$ cat config.mk
export PLATFORM = sky130hd
export DESIGN_NAME = mem_access_bridge
export DESIGN_NICKNAME = d
export VERILOG_FILES = /design/src/rtl/mem_access_bridge.sv
export SDC_FILE = /design/constraint.sdc
export NUM_CORES = 1
export LEC_CHECK = 0
export BUFFER_PORTS_ARGS = -buffer_cell sky130_fd_sc_hd__buf_2
export CAP_MARGIN = 20
export CORE_AREA = 10 10 89 149
export DETAILED_ROUTE_END_ITERATION = 10
export DIE_AREA = 0 0 99 159
export PLACE_DENSITY = 0.84
export SLEW_MARGIN = 10
export SYNTH_ARGS = -nofsm -noshare
export SYNTH_HDL_FRONTEND = slang
export SYNTH_SLANG_ARGS = --single-unit
$ cat constraint.sdc
create_clock -name clk -period 5.85 [get_ports clk]
set_input_delay 0.585 -clock clk [delete_from_list [all_inputs] [get_ports clk]]
set_output_delay 0.585 -clock clk [all_outputs]
set_load 0.03 [all_outputs]
$ cat src/rtl/mem_access_bridge.sv
// Data-side memory bridge between the core memory stage and the data SRAM.
// Adds byte/half/word accesses with byte-lane write strobes, sign/zero extension on loads,
// a parametrised SRAM read latency, a valid/ready request handshake and address-error
// detection with a saturating error counter.
//
// Ports:
//   clk, rst            clock; synchronous active-high reset
//   req_*               request channel (valid/ready, we, size, sign, addr, wdata)
//   resp_valid/err      one-cycle completion pulse, qualified by address error
//   resp_rdata          extended load data (0 for stores and errors)
//   err_addr/err_count  last faulting address and saturating error count
//   data_sram_*         SRAM port: enable, byte strobes, word address, write/read data
module mem_access_bridge #(
  parameter int unsigned ADDR_W      = 32,
  parameter int unsigned RD_LAT      = 1,  // 1..4
  parameter int unsigned ALIGN_CHECK = 1,
  parameter int unsigned ERRCNT_W    = 8
) (
  input  logic                clk,
  input  logic                rst,
  input  logic                req_valid,
  output logic                req_ready,
  input  logic                req_we,
  input  logic [1:0]          req_size,
  input  logic                req_sign,
  input  logic [ADDR_W-1:0]   req_addr,
  input  logic [31:0]         req_wdata,
  output logic                resp_valid,
  output logic                resp_err,
  output logic [31:0]         resp_rdata,
  output logic [ADDR_W-1:0]   err_addr,
  output logic [ERRCNT_W-1:0] err_count,
  output logic                data_sram_en,
  output logic [3:0]          data_sram_wen,
  output logic [ADDR_W-1:0]   data_sram_addr,
  output logic [31:0]         data_sram_wdata,
  input  logic [31:0]         data_sram_rdata
);

  localparam logic [1:0] StIdle   = 2'd0;
  localparam logic [1:0] StAccess = 2'd1;
  localparam logic [1:0] StWait   = 2'd2;

  localparam logic [1:0] RdLatM1 = 2'(RD_LAT - 1);

  logic [1:0]          state_q, state_d;
  logic [1:0]          cnt_q, cnt_d;
  logic                we_q;
  logic [1:0]          size_q;
  logic                sign_q;
  logic [1:0]          off_q;
  logic [3:0]          strb_q;
  logic [ADDR_W-1:0]   sram_addr_q;
  logic [31:0]         sram_wdata_q;
  logic                err_pend_q;
  logic [ADDR_W-1:0]   err_addr_q;
  logic [ERRCNT_W-1:0] err_count_q;

  logic        accept;
  logic        misalign;
  logic        addr_err;
  logic [1:0]  off_eff;
  logic [3:0]  strb;
  logic [31:0] wdata_lanes;
  logic        load_resp;
  logic [7:0]  rd_byte;
  logic [15:0] rd_half;

  assign req_ready = (state_q == StIdle) & ~rst;
  assign accept    = req_valid & req_ready;

  // Request decode: alignment check, effective lane offset, strobes and lane replication.
  always_comb begin
    misalign    = 1'b0;
    off_eff     = 2'b00;
    strb        = 4'b1111;
    wdata_lanes = req_wdata;
    unique case (req_size)
      2'd0: begin
        off_eff     = req_addr[1:0];
        strb        = 4'b0001 << req_addr[1:0];
        wdata_lanes = {4{req_wdata[7:0]}};
      end
      2'd1: begin
        misalign    = req_addr[0];
        off_eff     = {req_addr[1], 1'b0};  // masked when alignment checking is off
        strb        = req_addr[1] ? 4'b1100 : 4'b0011;
        wdata_lanes = {2{req_wdata[15:0]}};
      end
      2'd2: misalign = |req_addr[1:0];
      default: misalign = 1'b1;
    endcase
    // Reserved size is an error regardless of the alignment policy.
    addr_err = (req_size == 2'd3) | ((ALIGN_CHECK != 0) & misalign);
  end

  always_comb begin
    state_d = state_q;
    cnt_d   = cnt_q;
    unique case (state_q)
      StIdle: if (accept && !addr_err) state_d = StAccess;
      StAccess: begin
        if (we_q) begin
          state_d = StIdle;
        end else begin
          state_d = StWait;
          cnt_d   = RdLatM1;
        end
      end
      StWait: begin
        if (cnt_q == 2'd0) state_d = StIdle;
        else               cnt_d   = cnt_q - 2'd1;
      end
      default: state_d = StIdle;
    endcase
  end

  assign load_resp = (state_q == StWait) && (cnt_q == 2'd0);

  // Responses are suppressed while rst is high so an aborted access never completes.
  assign resp_valid = ~rst & (err_pend_q | ((state_q == StAccess) & we_q) | load_resp);
  assign resp_err   = ~rst & err_pend_q;

  assign data_sram_en    = (state_q == StAccess);
  assign data_sram_wen   = (data_sram_en & we_q) ? strb_q : 4'b0000;
  assign data_sram_addr  = sram_addr_q;
  assign data_sram_wdata = sram_wdata_q;
  assign err_addr        = err_addr_q;
  assign err_count       = err_count_q;

  // Little-endian lane extraction followed by sign/zero extension.
  always_comb begin
    rd_byte    = data_sram_rdata[{off_q, 3'b000} +: 8];
    rd_half    = off_q[1] ? data_sram_rdata[31:16] : data_sram_rdata[15:0];
    resp_rdata = 32'h0;
    if (!rst && load_resp) begin
      unique case (size_q)
        2'd0:    resp_rdata = {{24{sign_q & rd_byte[7]}}, rd_byte};
        2'd1:    resp_rdata = {{16{sign_q & rd_half[15]}}, rd_half};
        default: resp_rdata = data_sram_rdata;
      endcase
    end
  end

  always_ff @(posedge clk) begin
    if (rst) begin
      state_q      <= StIdle;
      cnt_q        <= 2'd0;
      we_q         <= 1'b0;
      size_q       <= 2'd0;
      sign_q       <= 1'b0;
      off_q        <= 2'd0;
      strb_q       <= 4'd0;
      sram_addr_q  <= '0;
      sram_wdata_q <= 32'h0;
      err_pend_q   <= 1'b0;
      err_addr_q   <= '0;
      err_count_q  <= '0;
    end else begin
      state_q    <= state_d;
      cnt_q      <= cnt_d;
      err_pend_q <= accept & addr_err;
      if (accept) begin
        we_q   <= req_we;
        size_q <= req_size;
        sign_q <= req_sign;
        off_q  <= off_eff;
      end
      if (accept && !addr_err) begin
        sram_addr_q  <= {req_addr[ADDR_W-1:2], 2'b00};
        sram_wdata_q <= wdata_lanes;
        strb_q       <= strb;
      end
      if (accept && addr_err) begin
        err_addr_q <= req_addr;
        if (err_count_q != {ERRCNT_W{1'b1}}) err_count_q <= err_count_q + 1'b1;
      end
    end
  end

endmodule

==> run summary <==
Post-DP HPWL - 14,000 microns
Final nets - 1,002
CTS Buf Count - 17
dominant cell by count in the synthesized netlist - nand2_1
Die ar. - 15,700 sq um
storage element area - 2340 sq um
Mean Syn Cell Area - 7.77 sq um
worst-path fanout max - 18
unrepaired setup endpoints after global routing - no
Initial DRC Count - 315
largest net degree at the start of global routing - 106
vias - 5,655
WL final - 18,600 microns
number of I/O pins - 247
Finished Layout Cells - 1,035
worst slack, placed - 2.63 ns
vias per cell - 5.46
Fillers - 950
Yosys warnings - 0
hold_buf cts - 0
number of global-route vias before repair - 5,769
postcts setup bufs - 0
proportion of layout cells with a drive suffix above 1 - 32.4%
Die Span Y - 159 microns
uppermost routed layer - met5
Worst Hold Launch - req_sign
post-CTS sizing - 0
final hold violation count - 0
clk_lat worst skew - 0.40 ns
quantity of I/O buffers inserted on ports - 244
ys async rst share - 0%
FF-to-FF Start - state_q[1]$_SDFFE_PP0P_
Initial Util - 49.2%
met1 WL - 6380 microns
Seq/Total Area, Yosys - 44.5%
WL/cell - 18.0 microns
dominant cell type by area after synthesis - dfxtp_1
crit path launch type - flop
setup TNS after final layout - 0 ns
CTS tree - built
Crit path required time - 5.27 ns
first-pass GRT wire length - 29,600 microns
number of remaining DRC errors - 0
initial antenna violation count - 1
period utilisation layout - 59.2%
FF+latch count, synth - 117
hold path endpoint - sign_q$_SDFFE_PP0P_
data arrival time of the critical path - 2.88 ns
Synth top cells by count - nand2_1 (213), dfxtp_1 (117), a21oi_1 (91), nor2_1 (43), clkbuf_1 (28)
metal2 WL - 9390 microns
Post-synth EDFFs - 0
CTS Sinks - 117
H-tree depth - 4
Setup Viol. Count Final - 0
placed insts - 1,004
total power - 2.45 mW
multi-input logic area - 2660 sq um
skew final - 0.00544 ns
Final min period - 3.47 ns
Worst Max-Slew Pin Slew - 1.13 ns
largest cells by area after synthesis - dfxtp_1 (44%), nand2_1 (15%), a21oi_1 (8.6%)
Worst Hold Path Cells - 3
Total Routing Usage GR - 22.9%
cell area power density - 347 nW/um^2
Worst R2R Setup Slack - 3.14 ns
Synth cell types - 48
Synth top area share - 44.5%
Crit. End Element - output pin
reg2reg path depth - 7
ant diodes - 0
Rows - 50
FF-to-FF End - data_sram_wdata[8]$_SDFFE_PP0P_
Root Buffer Master - clkbuf_16
mapped cell area - 5270 sq um
area delta synth->final - 33.8%
Met3 Routed Length - 2000 microns
Antenna Nets Post-Route - 0
maximum clock frequency - 289 MHz
worst rel slew slack - 24.4%
Overflow after GRT - 0
fin. max-slew vios - 0
leakage power - 3.29 nW
Die Span X - 99 microns
PnR worst setup slack - 2.38 ns
outcome - finished clean
routability cong. - 0.974
gate count of the mapped netlist - 678
Clock Path Buffers - 2
Synth Flop Type - dfxtp_1
Hold Worst Slack - 0.371 ns
core area - 10,700 sq um
CP Class - reg -> out
Hold Path Class - in -> reg
# Max-Cap Violations - 0
Peak VDD IR - 0.334 mV
Reg clk slew, reported paths - 0.05 ns
drt pass-1 iters - 5
metal layers:
| layer | vias to the layer above | GRT usage (%) |
|---|---|---|
| met4 | 2 | 13.5 |
| li1 | 2754 | - |
| met5 | - | 0 |
| met2 | 278 | 39.2 |
| met1 | 2570 | 22.0 |
| met3 | 51 | 9.51 |
layout by cell type, fill, tap and decap left out, types with 8 or more instances in the layout:
cell       Yosys  final
nand3_1        8      8
inv_1          9      9
mux2i_1       19     19
dfxtp_1      117    117
o211ai_1       9      9
nor3_1        11     11
nand2_1      213    213
clkbuf_16      0     17
nor2_1        43     43
buf_2         21    243
o21ai_0       11     11
mux2_2         8      8
a211oi_1      15     15
a311oi_1      12     12
a21oi_1       91     91
sequential cells by signal (all words and copies together), names as in the netlist:
name / cells
state_q: 2
we_q: 1
size_q: 2
data_sram_addr: 30
sign_q: 1
data_sram_wdata: 32
err_count: 8
off_q: 2
cnt_q: 2
err_pend_q: 1
err_addr: 32
strb_q: 4
worst max-delay path by stage:
stage	cells past startpoint	start	end	slack [ns]
detailed placement	6	rst	resp_rdata[26]	2.63
global route	7	state_q[0]$_SDFFE_PP0P_	resp_rdata[25]	1.87
CTS	7	state_q[0]$_SDFFE_PP0P_	resp_rdata[26]	2.35
global placement	6	rst	resp_rdata[26]	2.63
floorplan	2	rst	resp_rdata[7]	2.81
finish	7	state_q[0]$_SDFFE_PP0P_	resp_rdata[26]	2.38
layout make-up:
type | instances | area share, %
multi-input cells | 499 | 37.8
flip-flops and latches | 117 | 33.2
repair buffers | 248 | 17.8
clock buffers | 21 | 6.53
well taps | 130 | 2.31
clock inverters | 10 | 1.85
inverters | 10 | 0.532
through the flow:
stage                     util [%]  cell area (sq um)
after floorplan                  -               5270
after global placement        60.4               6460
after detailed placement      60.4               6460
after CTS                     65.9               7050
after global routing          65.9               7050
final                         65.9               7050
power breakdown:
group	internal, mW	total [mW]	switching, mW
sequential	0.857	0.898	0.0406
combinational	0.161	0.510	0.349
clock	0.685	1.04	0.352
total	1.70	2.45	0.741
logic make-up after synthesis:
family | Yosys count | synth area share, %
AND/OR/NAND/NOR | 302 | 24.0
other | 1 | 0.0712
buffers and inverters | 63 | 5.27
AO/OA/AOI/OAI | 161 | 19.0
adder cells (fa/ha/maj) | 6 | 1.43
multiplexers | 28 | 5.75
flip-flops | 117 | 44.5
worst max-delay path: stages (launching register included):
cell      delay [ns]
dfxtp_1         0.32
inv_1           0.10
ha_1            0.23
nand3b_1        0.48
nor2_1          0.92
nand2_1         0.11
nand2_1         0.11
buf_2           0.20
Power figures use the tool's default switching activity.
